$ cat config.mk
export PLATFORM = sky130hd
export DESIGN_NAME = block_transfer_seq
export DESIGN_NICKNAME = d
export VERILOG_FILES = /design/src/rtl/block_transfer_seq.sv
export SDC_FILE = /design/constraint.sdc
export NUM_CORES = 1
export LEC_CHECK = 0
export BUFFER_PORTS_ARGS = -buffer_cell sky130_fd_sc_hd__clkbuf_2
export CAP_MARGIN = 20
export CORE_UTILIZATION = 45
export DETAILED_ROUTE_END_ITERATION = 10
export PLACE_DENSITY_LB_ADDON = 0.05
export SYNTH_ARGS = -nofsm -noshare
export SYNTH_HDL_FRONTEND = slang
export SYNTH_SLANG_ARGS = --single-unit
$ cat constraint.sdc
create_clock -name clk -period 3.78 [get_ports clk]
set_clock_uncertainty 0.2 [all_clocks]
set_input_delay 0.378 -clock clk [delete_from_list [all_inputs] [get_ports clk]]
set_output_delay 0.378 -clock clk [all_outputs]
set_load 0.01 [all_outputs]
$ cat src/rtl/block_transfer_seq.sv
// LDM/STM block-transfer sequencer: walks a register list lowest-first, one memory beat per register.
// Optional abort on memory error is compiled in with `define BLOCK_TRANSFER_ABORT_EN.
//
// state | meaning
// IDLE  | waiting for start
// SCAN  | pick lowest pending register, launch its memory beat
// XFER  | beat outstanding until mem_ready
// WB    | optional base-register writeback
// DONE  | one-cycle completion pulse
module block_transfer_seq #(
    parameter int ADDR_W = 32,
    parameter int DATA_W = 32,
    parameter int NREG   = 16
) (
    input  logic              clk,
    input  logic              rst_n,
    input  logic              start,
    input  logic              is_load,
    input  logic              up,
    input  logic              pre,
    input  logic              wback,
    input  logic [3:0]        base_reg,
    input  logic [ADDR_W-1:0] base_addr,
    input  logic [NREG-1:0]   reg_list,
    output logic              busy,
    output logic              done,
    output logic [4:0]        rf_ra,
    input  logic [DATA_W-1:0] rf_rd,
    output logic              rf_we,
    output logic [4:0]        rf_wa,
    output logic [DATA_W-1:0] rf_wd,
    output logic              pc_we,
    output logic [DATA_W-1:0] pc_wd,
    output logic              mem_req,
    output logic              mem_we,
    output logic [ADDR_W-1:0] mem_addr,
    output logic [DATA_W-1:0] mem_wdata,
    input  logic              mem_ready,
`ifdef BLOCK_TRANSFER_ABORT_EN
    input  logic              mem_err,
    output logic              aborted,
`endif
    input  logic [DATA_W-1:0] mem_rdata
);

    localparam int KW = $clog2(NREG);
    localparam int CW = $clog2(NREG + 1);
    localparam logic [ADDR_W-1:0] WORD = ADDR_W'(4);

    typedef enum logic [2:0] {S_IDLE, S_SCAN, S_XFER, S_WB, S_DONE} state_t;

    state_t            state_q, state_d;
    logic [NREG-1:0]   mask_q;
    logic [ADDR_W-1:0] cur_addr_q, final_addr_q;
    logic              is_load_q, wback_q, base_in_list_q, mem_we_q;
    logic [3:0]        base_reg_q;
    logic [KW-1:0]     k_q, k_sel;
    logic [ADDR_W-1:0] mem_addr_q;
    logic [DATA_W-1:0] mem_wdata_q;
    logic [CW-1:0]     n_cnt;
    logic [ADDR_W-1:0] span, start_addr, fin_addr;
    logic              beat_err;
    logic              beat_ok;

`ifdef BLOCK_TRANSFER_ABORT_EN
    logic aborted_q;
    assign beat_err = mem_err;
    assign aborted  = (state_q == S_DONE) && aborted_q;
`else
    assign beat_err = 1'b0;
`endif

    assign beat_ok   = mem_ready && !beat_err;
    assign mem_addr  = mem_addr_q;
    assign mem_wdata = mem_wdata_q;

    // Lowest transferred register always sits at the lowest address.
    always_comb begin
        n_cnt = '0;
        for (int i = 0; i < NREG; i++) begin
            n_cnt = n_cnt + CW'(reg_list[i]);
        end
        span = ADDR_W'(n_cnt) << 2;
        if (up) begin
            start_addr = pre ? base_addr + WORD : base_addr;
            fin_addr   = base_addr + span;
        end else begin
            start_addr = pre ? base_addr - span : base_addr - span + WORD;
            fin_addr   = base_addr - span;
        end
    end

    always_comb begin
        k_sel = '0;
        for (int i = NREG - 1; i >= 0; i--) begin
            if (mask_q[i]) k_sel = KW'(i);
        end
    end

    always_ff @(posedge clk or negedge rst_n) begin
        if (!rst_n) begin
            state_q <= S_IDLE;
        end else begin
            state_q <= state_d;
        end
    end

    always_comb begin
        state_d = state_q;
        busy    = (state_q != S_IDLE);
        done    = 1'b0;
        rf_ra   = '0;
        rf_we   = 1'b0;
        rf_wa   = '0;
        rf_wd   = '0;
        pc_we   = 1'b0;
        pc_wd   = '0;
        mem_req = 1'b0;
        mem_we  = 1'b0;
        case (state_q)
            S_IDLE: begin
                if (start) state_d = S_SCAN;
            end
            S_SCAN: begin
                if (mask_q == '0) begin
                    state_d = S_WB;
                end else begin
                    rf_ra   = 5'(k_sel);
                    state_d = S_XFER;
                end
            end
            S_XFER: begin
                mem_req = 1'b1;
                mem_we  = mem_we_q;
                if (mem_ready) begin
                    if (beat_err) begin
                        state_d = S_DONE;
                    end else begin
                        state_d = S_SCAN;
                        if (is_load_q && k_q == KW'(15)) begin
                            pc_we = 1'b1;
                            pc_wd = mem_rdata;
                        end else if (is_load_q) begin
                            rf_we = 1'b1;
                            rf_wa = 5'(k_q);
                            rf_wd = mem_rdata;
                        end
                    end
                end
            end
            S_WB: begin
                // A base register reloaded by LDM keeps the loaded value.
                if (wback_q && !(is_load_q && base_in_list_q)) begin
                    rf_we = 1'b1;
                    rf_wa = {1'b0, base_reg_q};
                    rf_wd = DATA_W'(final_addr_q);
                end
                state_d = S_DONE;
            end
            S_DONE: begin
                done    = 1'b1;
                state_d = S_IDLE;
            end
            default: state_d = S_IDLE;
        endcase
    end

    always_ff @(posedge clk or negedge rst_n) begin
        if (!rst_n) begin
            mask_q         <= '0;
            cur_addr_q     <= '0;
            final_addr_q   <= '0;
            is_load_q      <= 1'b0;
            wback_q        <= 1'b0;
            base_in_list_q <= 1'b0;
            base_reg_q     <= '0;
            k_q            <= '0;
            mem_we_q       <= 1'b0;
            mem_addr_q     <= '0;
            mem_wdata_q    <= '0;
`ifdef BLOCK_TRANSFER_ABORT_EN
            aborted_q      <= 1'b0;
`endif
        end else begin
            case (state_q)
                S_IDLE: begin
                    if (start) begin
                        mask_q         <= reg_list;
                        cur_addr_q     <= start_addr;
                        final_addr_q   <= fin_addr;
                        is_load_q      <= is_load;
                        wback_q        <= wback;
                        base_reg_q     <= base_reg;
                        base_in_list_q <= reg_list[base_reg];
`ifdef BLOCK_TRANSFER_ABORT_EN
                        aborted_q      <= 1'b0;
`endif
                    end
                end
                S_SCAN: begin
                    if (mask_q != '0) begin
                        k_q         <= k_sel;
                        mem_addr_q  <= cur_addr_q;
                        mem_wdata_q <= rf_rd;
                        mem_we_q    <= !is_load_q;
                    end
                end
                S_XFER: begin
                    if (beat_ok) begin
                        mask_q[k_q] <= 1'b0;
                        cur_addr_q  <= cur_addr_q + WORD;
                    end else if (mem_ready) begin
                        mask_q <= '0;
`ifdef BLOCK_TRANSFER_ABORT_EN
                        aborted_q <= 1'b1;
`endif
                    end
                end
                default: ;
            endcase
        end
    end

endmodule

==> After elaboration in Yosys (flattened, before gate mapping) <==
Cells that the tools add are included.
{ "totals": {"in_bits": 124, "out_inout_bits": 144, "reg_bits": 159, "word_cells": 119} }
{ "op_classes": {"muxes": 60, "n_lt_le_gt_ge": 3, "n_eq_ne": 7, "add_sub_neg": 20, "bitwise_logic": 2, "n_reduce_logical": 15} }
{ "op_table": {"columns": ["cell", "count"], "rows": [
  ["$mux W32", 13],
  ["$pmux W32 S2", 2],
  ["$add A32 B3 Y32 const B", 3],
  ["$mux W4", 22],
  ["$add A5 B1 Y5", 11],
  ["$add A32 B7 Y32", 1],
  ["$mux W16", 2],
  ["$pmux W16 S2", 1],
  ["$sub A32 B7 Y32", 1],
  ["$and A16 B16 Y16", 1],
  ["$logic_not A16 Y1", 1],
  ["$not A16 Y16", 1],
  ["$reduce_bool A16 Y1", 1],
  ["$mux W1", 13],
  ["$pmux W3 S4", 1],
  ["$lt A4 B5 Y1 const B", 2],
  ["$pmux W4 S2", 1],
  ["$eq A3 B2 Y1 const B", 2],
  ["$mux W3", 2],
  ["$reduce_and A2 Y1", 3],
  ["$add A4 B1 Y5", 1],
  ["$add A3 B1 Y4", 1],
  ["$bmux W1 S4", 1],
  ["$demux W1 S4", 1],
  ["other kinds (14)", 19]
]} }

==> Logic depth before layout (Yosys ltp) <==
Gate-level depths: netlist of run 1.
{ "logic_depth": {"word_depth": 21, "ltp_mapped": 24, "depth_no_buf": 23} }

==> Least setup slack after synthesis of run 1 <==
No wires, ideal clock.
{ "synth_timing": {"kind": "input port to flip-flop", "from": "in reg_list[0]", "to": "reg cur_addr_q[15]", "arrival_ns": 6.002, "setup_ns": 0.137, "required_ns": 3.443, "path_stages": 19, "setup_slack_ns": -2.559, "path_buffers": 0, "cell_sequence": "inv_1 -> fa_1 -> fa_1 -> fa_1 -> fa_1 -> inv_1 -> ha_1 -> fa_1 -> a21o_1 -> and2_1 -> ha_1 -> and2b_1 -> or4_1 -> a211o_1 -> a211oi_4 -> or4b_1 -> a32o_1 -> xnor2_1 -> a21oi_1"} }
{ "synth_via": {"elab_chain_cells": 21} }
{ "synth_rtl": {"columns": ["item", "line_no", "source"], "rows": [
  ["start: declaration", "24", "input logic [NREG-1:0] reg_list,"],
  ["$add A1 B1 Y2 *", "81", "n_cnt = n_cnt + CW'(reg_list[i]);"],
  ["$add A2 B1 Y3 *", "81", null],
  ["$add A3 B1 Y4 *", "81", null],
  ["$add A4 B1 Y5 *", "81", null],
  ["$add A5 B1 Y5 * (11 in series)", "81", null],
  ["$sub A32 B7 Y32 *", "88", "start_addr = pre ? base_addr - span : base_addr - span + WORD;"],
  ["$add A32 B3 Y32", "88", null],
  ["$mux W32 *", "88", null],
  ["$mux W32 *", "84", "if (up) begin"],
  ["$mux W32 *", "187", "if (start) begin"],
  ["$pmux W32 S2 *", "185", "case (state_q)"],
  ["end signal: assignment", "189", "cur_addr_q <= start_addr;"],
  ["end signal: assignment", "211", "cur_addr_q <= cur_addr_q + WORD;"],
  ["end: declaration", "54", "logic [ADDR_W-1:0] cur_addr_q, final_addr_q;"]
]} }
Mark *: on every way between the ends. The rest lies on a longest branch, timed or not. The select of a mux whose other input is x is not followed.
A chain may end at the register's enable or synchronous reset.

==> Worst setup path in the final report of run 1 <==
{ "layout_timing": {"from": "in reg_list[3]", "to": "reg cur_addr_q[15]"} }
{ "layout_via": {"elab_chain_cells": 19} }
{ "layout_rtl": {"columns": ["item", "line_no"], "rows": [
  ["$add A3 B1 Y4 *", "81"],
  ["$add A4 B1 Y5 *", "81"],
  ["$add A5 B1 Y5 * (11 in series)", "81"],
  ["$sub A32 B7 Y32 *", "88"],
  ["$add A32 B3 Y32", "88"],
  ["$mux W32 *", "88"],
  ["$mux W32 *", "84"],
  ["$mux W32 *", "187"],
  ["$pmux W32 S2 *", "185"]
]} }
Marks and branches as above.

==> impl_metrics.toml, run 1 <==
[worst_hold_path]
worstHoldPathType = "input pin to flip-flop"
hp-start = "reg_list[5]"
min_path_cells = 3

[setup_path]
path_max_fanout = 4
cp-startpoint = "reg_list[3]"
max_stage_delay_ns = 0.62
arrival_ns = 5.96
required_ns = 3.88
worst-path-stages = 20
crit_top_cell = "fa_1"
crit_type = "input pin to flip-flop"
path_buf_inv = 4
reg2regPathDepth = 7
r2r-start = "state_q[1]$_DFFE_PN0P_"
crit_path_end_kind = "flip-flop"
slowest_stage = "fa_2"
crit_family = "adder cells"
path_cells = "buf_8, inv_4, fa_1, fa_1, fa_1, fa_1, inv_2, ha_4, fa_2, inv_2, ha_2, o21bai_4, o211a_4, or4_4, a211o_4, a211oi_4, or4b_1, a32o_1, xnor2_1, a21oi_1"
startpoint_type = "input pin"

[cts]
clk_latency_ns = 0.43
cts-root-buf = "clkbuf_16"
cts_buffer_depth = 2
cts_tree = "yes"
clock_sinks = 159
numCtsBuffers = 17
clk_pin_slew_ns = 0.07
htreeDepth = 4

[grt]
grt_usage = 0.314
met1_usage = 0.459
grt_pass1_wl_um = 63600
overflow = 0
grt_max_degree = 77
grt_busiest_layer = "met2"
grt.met3_usage = 0.0558
antenna_found_initial = 1
grt_pass1_vias = 11500
met2_usage = 0.465

[floorplan]
die_w_um = 161
initial_utilization = 0.463
ios = 268
coreArea_um2 = 24500
die_area_um2 = 25900
rows = 57
die_y_um = 161

[synth]
synth-edff-count = 0
syn_inst = 1413
ys_seq_elements = 159
synthesis.area_um2 = 11400
avgSynthCellArea_um2 = 8.04
synthDistinctLibCells = 90
synth_ff_type = "dfrtp_1"
async_reset_ff_frac = 1.00
synth.yosys.seq_area_share = 0.350
yosysWarnings = 0

[detailed_routing]
num_vias = 12100
totalWireLength_um = 40800
first_pass_iters = 5
route.detailed.drc = 0
drtAntennaViolNets = 0
via_per_inst = 5.56
wire_per_inst_um = 18.8
first_iter_violations = 1070

[sta]
setup_tns_ns = -86.50
tightestPinTransition_ns = 0.920
fin_ws_ns = -2.08
post-route-min-period_ns = 5.86
setup_viol = 58
slew_headroom = 0.386
fin_hold_ws_ns = 0.0246
fin_crit_sh = 1.55
slew_violations = 0
rsz0062_at_grt = "yes"
timing.fmax_ghz = 0.171
hold_viol_final = 0

[placement]
port-buffer-count = 265
gp_congestion = 0.967
post-dp-hpwl_um = 30500
dp.cells = 2074
place_area_um2 = 14200

[cells_and_area]
area_delta_synth_final_pct = 43.9
layout.cells.non_filler = 2168
drive_gt1_frac = 0.368
final_area_um2 = 16300
nets = 1986

[job]
maxCapViolCount = 0

[power]
powerDensity_nw_per_um2 = 744
vdd_drop_max_mv = 1.00
static-leakage-power_nw = 7.69

[outcome]
outcome = "finished, violations left"
violations = "setup timing"
## metrics by stage
step | worst slack (ns) | utilization | total power, W
6_report | -2.08 | 0.666 | 0.0122
5_1_grt | -2.21 | 0.666 | 0.0131
4_1_cts | -2.04 | 0.645 | 0.0117
3_5_place_dp | -2.62 | 0.580 | 0.00922
3_3_place_gp | -2.58 | 0.580 | 0.00913
2_1_floorplan | -2.32 | - | 0.00673
## registers in the layout, indices dropped and copies added (netlist names), 3 cells and up
| register | cells |
|---|---|
| base_reg_q | 4 |
| cur_addr_q | 32 |
| final_addr_q | 32 |
| k_q | 4 |
| mask_q | 16 |
| mem_addr | 32 |
| mem_wdata | 32 |
| state_q | 3 |
## metal layers
| layer | vias to the layer above | part of all wire |
|---|---|---|
| met1 | 5736 | 0.47 |
| met5 | - | 0 |
| met3 | 61 | 0.069 |
| met4 | 0 | 0.025 |
| met2 | 511 | 0.44 |
| li1 | 5742 | - |
## power breakdown
group	internal [W]	switching [W]	total [W]
clock network	0.00106	0.000794	0.00186
logic	0.00320	0.00389	0.00709
registers	0.00253	0.000687	0.00321
## area by class of cell
cell class                      count  area (um2)
Sequential cell                   159        3980
Fill cell                        2025        8190
Timing Repair Buffer              489        3330
Clock inverter                     14         191
Multi-Input combinational cell   1107        7780
Tap cell                          324         405
Antenna cell                        1        2.50
Clock buffer                       17         425
Inverter                           57         231
## tightest hold or removal path: stages
cell,delay (ns)
buf_8,0.10
inv_4,0.05
o21ai_0,0.07
## final timing paths
check                                               end  slack [ns]
min                               mask_q[5]$_DFFE_PN0P_        0.02
max reg2reg                  cur_addr_q[30]$_DFFE_PN0P_        0.89
min in group asynchronous     mem_wdata[11]$_DFFE_PN0P_        0.32
max in group asynchronous  final_addr_q[18]$_DFFE_PN0P_        2.10
max                          cur_addr_q[15]$_DFFE_PN0P_       -2.08
min reg2reg                         wback_q$_DFFE_PN0P_        0.27
## kinds of logic (layout without fill, tap and decap cells)
group                    count (synthesis)  after routing  share of synthesized area
AO/OA/AOI/OAI                          311            311                      0.181
XOR/XNOR                                90             90                     0.0701
adder cells (fa/ha/maj)                 31             31                     0.0421
buffers and inverters                  148            577                     0.0584
flip-flops                             159            159                      0.350
multiplexers                            19             19                     0.0241
other                                    1              3                   0.000330
AND/OR/NAND/NOR                        654            654                      0.273
## placed cells by master, fill, tap and decap left out, types with 19 or more instances in the layout
cell type        n
a21oi_1         40
a22o_1          40
and2_1          38
and3_1          19
buf_4          147
buf_6           41
clkbuf_2       257
dfrtp_1        159
dlygate4sd3_1   38
inv_1           44
nand2_1        328
nand3_1         35
nand4_1         24
nor2_1          64
nor3_1          20
o21ai_0         63
o21ai_1         34
xnor2_1         39
xor2_1          27
## cells in the mapped netlist, drive strengths merged, types with 8 or more instances
| master | count | area (um2) |
|---|---|---|
| nand2 | 335 | 1260 |
| dfrtp | 159 | 3980 |
| o21ai | 106 | 531 |
| nor2 | 79 | 320 |
| clkbuf | 64 | 240 |
| inv | 57 | 214 |
| a21oi | 56 | 280 |
| xnor2 | 53 | 464 |
| nand3 | 46 | 235 |
| and2 | 41 | 258 |
| a22o | 40 | 350 |
| xor2 | 37 | 332 |
| nor3 | 29 | 150 |
| buf | 27 | 209 |
| nand4 | 24 | 150 |
| and3 | 21 | 131 |
| ha | 19 | 238 |
| nor4 | 19 | 138 |
| a21o | 12 | 90.1 |
| fa | 12 | 240 |
| nand2b | 12 | 75.1 |
| o22ai | 11 | 68.8 |
| or2 | 11 | 68.8 |
| a31oi | 10 | 62.6 |
| mux2i | 9 | 90.1 |
| a211oi | 8 | 85.1 |
| or3 | 8 | 56.3 |
| or4 | 8 | 67.6 |
## timing repair
item                                    CTS  global route
gates resized for setup                 113           106
hold buffers                             38             0
hold endpoints to repair                108             0
pin swaps                                60            53
endpoints found under the setup margin   58            59
buffers inserted                         18            11
Note: power is estimated with default switching activity, not from simulation.
==> run 2, diff against run 1 <==
HOLD_SLACK_MARGIN = 0.03   (was default)
SLEW_MARGIN = 20   (was default)
==> impl_metrics.toml, run 2 (synthesis gave the netlist of run 1 again) <==
[outcome]
outcome = "finished, violations left"
violations = "setup timing"

[power]
switchingPower_w = 0.00538
powerDensity_nw_per_um2 = 744
seqPwrFrac = 0.264
p_sw_frac = 0.442
finalPower_w = 0.0122
clockPowerShare = 0.153
vdd_drop_max_mv = 1.00
combPwrFrac = 0.583
static-leakage-power_nw = 7.70
p_int_w = 0.00679

[cells_and_area]
final_cell_mix = "nand2_1, clkbuf_2, dfrtp_1"
drive_gt1_frac = 0.368
area_delta_synth_final_pct = 44.0
nets = 1987
mostFrequentLayoutCell = "nand2_1"

[cts]
htreeDepth = 4
numCtsBuffers = 17
clk_pin_slew_ns = 0.07
clk_latency_ns = 0.43
cts-root-buf = "clkbuf_16"
clock_sinks = 159
cts_tree = "yes"
cts_buffer_depth = 2

[sta]
timing.fmax_ghz = 0.171
post-route-min-period_ns = 5.86
hold_viol_final = 0
slew_violations = 0
fin_ws_ns = -2.08
tightestPinTransition_ns = 0.916
fin_hold_ws_ns = 0.0196
setup_viol = 58
slew_headroom = 0.389
rsz0062_at_grt = "yes"
fin_crit_sh = 1.55

[setup_path]
crit_type = "input pin to flip-flop"
path_max_fanout = 4
crit_path_end_kind = "flip-flop"
required_ns = 3.88
startpoint_type = "input pin"
arrival_ns = 5.96

[worst_hold_path]
worstHoldPathType = "input pin to flip-flop"

[detailed_routing]
num_vias = 12000
first_iter_violations = 1057
first_pass_iters = 6
via_per_inst = 5.55
route.detailed.drc = 0
totalWireLength_um = 40900
drtAntennaViolNets = 0
wire_per_inst_um = 18.8

[job]
maxCapViolCount = 0

[placement]
gp_congestion = 0.967
port-buffer-count = 265
post-dp-hpwl_um = 30500
post-place-ws_ns = -2.62

[floorplan]
rows = 57
ios = 268
die_y_um = 161
initial_utilization = 0.463
die_w_um = 161
die_area_um2 = 25900
coreArea_um2 = 24500

[grt]
grt_max_degree = 77
grt_usage = 0.314
antenna_found_initial = 1
grt_pass1_vias = 11500
grt_pass1_wl_um = 63600
overflow = 0
==> run 2: cell types whose count changed in the layout (fill, tap and decap cells not counted) <==
cell,previous run,this run
dlygate4sd3_1,38,39
==> run 2: final timing paths <==
| path | startpoint | end | slack, ns | cells past startpoint |
|---|---|---|---|---|
| setup / recovery | reg_list[3] | cur_addr_q[15]$_DFFE_PN0P_ | -2.08 | 20 |
| hold / removal | reg_list[5] | mask_q[5]$_DFFE_PN0P_ | 0.02 | 3 |
| setup reg to reg | cur_addr_q[2]$_DFFE_PN0P_ | cur_addr_q[30]$_DFFE_PN0P_ | 0.88 | 11 |
| hold reg to reg | mem_addr[18]$_DFFE_PN0P_ | mem_addr[18]$_DFFE_PN0P_ | 0.27 | 2 |
| max in group asynchronous | rst_n | final_addr_q[18]$_DFFE_PN0P_ | 2.10 | 3 |
| min in group asynchronous | rst_n | mem_wdata[11]$_DFFE_PN0P_ | 0.31 | 2 |
==> run 2: per-layer routing <==
metal,part of all wire,track usage,wire length [um],vias up
met5,0,0,0,-
met3,0.072,0.0558,2960,55
met4,0.024,0.105,998,0
met2,0.44,0.466,18000,521
li1,-,-,-,5745
met1,0.46,0.459,18900,5716
==> run 2: final cells by class <==
cell class / count / area, um2
timing repair buffer: 490 / 3340
antenna: 1 / 2.50
clock inverter: 14 / 191
multi-input combinational: 1107 / 7780
tap: 324 / 405
clock buffer: 17 / 425
inverter: 57 / 231
sequential: 159 / 3980
fill: 2026 / 8180
==> run 2: power groups by stage <==
stage / Sequential, W / Clock, W / Combinational [W]
2_1_floorplan: 0.00317 / 0 / 0.00356
3_3_place_gp: 0.00320 / 0 / 0.00592
3_5_place_dp: 0.00323 / 0 / 0.00600
4_1_cts: 0.00320 / 0.00189 / 0.00662
5_1_grt: 0.00334 / 0.00197 / 0.00775
6_report: 0.00321 / 0.00186 / 0.00709
==> run 2: what timing repair did <==
| action | in CTS | in global routing |
|---|---|---|
| hold buffers | 39 | 0 |
| pin swaps | 60 | 53 |
| resized for setup | 113 | 106 |
| endpoints found under the hold margin | 109 | 0 |
| endpoints found under the setup margin | 58 | 59 |
| setup buffers | 18 | 11 |
==> run 2: through the flow <==
step | instances | instance area [um2] | util | TNS [ns]
6_report | 2169 | 16400 | 0.667 | -86.28
5_1_grt | 2169 | 16400 | 0.667 | -94.13
4_1_cts | 2159 | 15800 | 0.646 | -86.91
3_5_place_dp | 2074 | 14200 | 0.580 | -121.27
3_3_place_gp | 2074 | 14200 | 0.580 | -120.13
2_1_floorplan | 1414 | 11700 | - | -85.77
==> run 2: critical path, stage by stage <==
cell	delay (ns)
buf_8	0.08
inv_4	0.03
fa_1	0.56
fa_1	0.44
fa_1	0.48
fa_1	0.51
inv_2	0.05
ha_4	0.16
fa_2	0.62
inv_2	0.05
ha_2	0.16
o21bai_4	0.18
o211a_4	0.27
or4_4	0.43
a211o_4	0.39
a211oi_4	0.19
or4b_1	0.46
a32o_1	0.24
xnor2_1	0.18
a21oi_1	0.09
==> run 3, diff against run 2 <==
CORE_UTILIZATION = 50   (was 45)
==> impl_metrics.toml, run 3 (synthesis gave the netlist of run 1 again) <==
[outcome]
outcome = "finished, violations left"
violations = "DRC, setup timing"

[sta]
rsz0062_at_grt = "yes"
hold_viol_final = 0
slew_violations = 0
setup_viol = 58
post-route-min-period_ns = 5.98
fin_ws_ns = -2.20
tightestPinTransition_ns = 1.03
fin_crit_sh = 1.58
fin_hold_ws_ns = 0.0494
slew_headroom = 0.311
timing.fmax_ghz = 0.167

[power]
static-leakage-power_nw = 7.98
finalPower_w = 0.0128
powerDensity_nw_per_um2 = 756
vdd_drop_max_mv = 0.821

[cells_and_area]
final_cell_mix = "nand2_1, clkbuf_2, dfrtp_1"
area_delta_synth_final_pct = 49.0
drive_gt1_frac = 0.397
mostFrequentLayoutCell = "nand2_1"
nets = 2023

[cts]
clock_sinks = 159
numCtsBuffers = 17
cts-root-buf = "clkbuf_16"
clk_pin_slew_ns = 0.08
cts_tree = "yes"
cts_buffer_depth = 2
htreeDepth = 4
clk_latency_ns = 0.43

[setup_path]
arrival_ns = 6.12
crit_type = "input pin to flip-flop"
crit_top_cell = "fa_2"
crit_path_end_kind = "flip-flop"
path_cells = "buf_8, inv_4, fa_2, fa_2, fa_2, fa_1, inv_2, ha_4, fa_2, a21o_1, and2_4, ha_4, nor2_2, o211a_4, buf_4, o21ai_1, a211o_1, a211oi_2, buf_4, nand4_1, or3_1, xnor2_1, a211oi_1"
path_buf_inv = 5
startpoint_type = "input pin"
max_stage_delay_ns = 0.61
crit_family = "adder cells"
path_max_fanout = 5
slowest_stage = "fa_2"
required_ns = 3.92

[detailed_routing]
route.detailed.drc = 23
first_iter_violations = 1278
drtAntennaViolNets = 0
wire_per_inst_um = 20.1
totalWireLength_um = 43400
via_per_inst = 5.89
num_vias = 12700
first_pass_iters = 9

[grt]
grt_max_degree = 70
antenna_found_initial = 1
overflow = 0
grt_pass1_wl_um = 67800
grt_pass1_vias = 12000
grt_usage = 0.370

[worst_hold_path]
worstHoldPathType = "input pin to flip-flop"

[job]
maxCapViolCount = 0

[placement]
port-buffer-count = 265
post-dp-hpwl_um = 29900
gp_congestion = 0.958

[floorplan]
ios = 268
die_area_um2 = 23300
rows = 54
initial_utilization = 0.516
die_y_um = 153
coreArea_um2 = 22000
die_w_um = 153
run 3: changes by cell type in the layout (fill, tap and decap cells not counted), moves of 4 or more:
| cell | change |
|---|---|
| o21ai_0 | -4 |
| nor2_1 | -5 |
| buf_6 | +24 |
| a21oi_1 | -7 |
| buf_4 | +8 |
| fa_1 | -4 |
| fa_2 | +4 |
| xnor2_2 | +8 |
| xnor2_1 | -8 |
| a21oi_2 | +6 |
| nor2_4 | +6 |
run 3: report_power, final:
group	internal (W)	switching, W
combinational	0.00361	0.00425
clock	0.000882	0.000831
sequential	0.00253	0.000689
total	0.00702	0.00577
run 3: repair_timing:
action / CTS / global route
gates resized for setup: 189 / 122
buffers inserted: 69 / 29
hold buffers: 38 / 0
hold endpoints to repair: 98 / 0
pin swaps: 93 / 83
endpoints found under the setup margin: 58 / 60
run 3: metal layers:
metal / share of wire / track usage / vias to the layer above
met4: 0.029 / 0.113 / 0
met3: 0.075 / 0.0387 / 100
li1: - / - / 5826
met2: 0.46 / 0.589 / 729
met1: 0.44 / 0.531 / 6072
met5: 0 / 0 / -
run 3: worst min-delay path, cell delays in order:
cell     delay [ns]
buf_8          0.10
inv_4          0.05
o21ai_0        0.09
run 3: worst paths after layout:
path	startpoint	to	slack (ns)	cells past startpoint
min in group asynchronous	rst_n	mem_wdata[15]$_DFFE_PN0P_	0.31	2
hold reg to reg	cur_addr_q[1]$_DFFE_PN0P_	mem_addr[1]$_DFFE_PN0P_	0.27	2
setup reg to reg	state_q[1]$_DFFE_PN0P_	cur_addr_q[24]$_DFFE_PN0P_	0.79	7
max in group asynchronous	rst_n	cur_addr_q[17]$_DFFE_PN0P_	2.17	3
hold / removal	reg_list[5]	mask_q[5]$_DFFE_PN0P_	0.05	3
setup / recovery	reg_list[9]	cur_addr_q[24]$_DFFE_PN0P_	-2.20	23
run 3: layout make-up:
cell class / count / area [um2]
Multi-Input combinational cell: 1107 / 8020
Fill cell: 1551 / 5100
Sequential cell: 159 / 3980
Timing Repair Buffer: 526 / 3750
Clock buffer: 18 / 429
Tap cell: 280 / 350
Inverter: 57 / 241
Clock inverter: 14 / 146
Antenna cell: 1 / 2.50
run 3: metrics by stage:
stage	TNS (ns)	cells	cell area [um2]	worst slack (ns)	util
finish	-92.07	2162	16900	-2.20	0.768
floorplan	-85.77	1414	11700	-2.32	-
global route	-97.73	2162	16900	-2.34	0.768
global placement	-119.31	2022	14100	-2.71	0.642
detailed placement	-120.03	2022	14100	-2.77	0.642
CTS	-88.45	2160	16400	-2.07	0.744
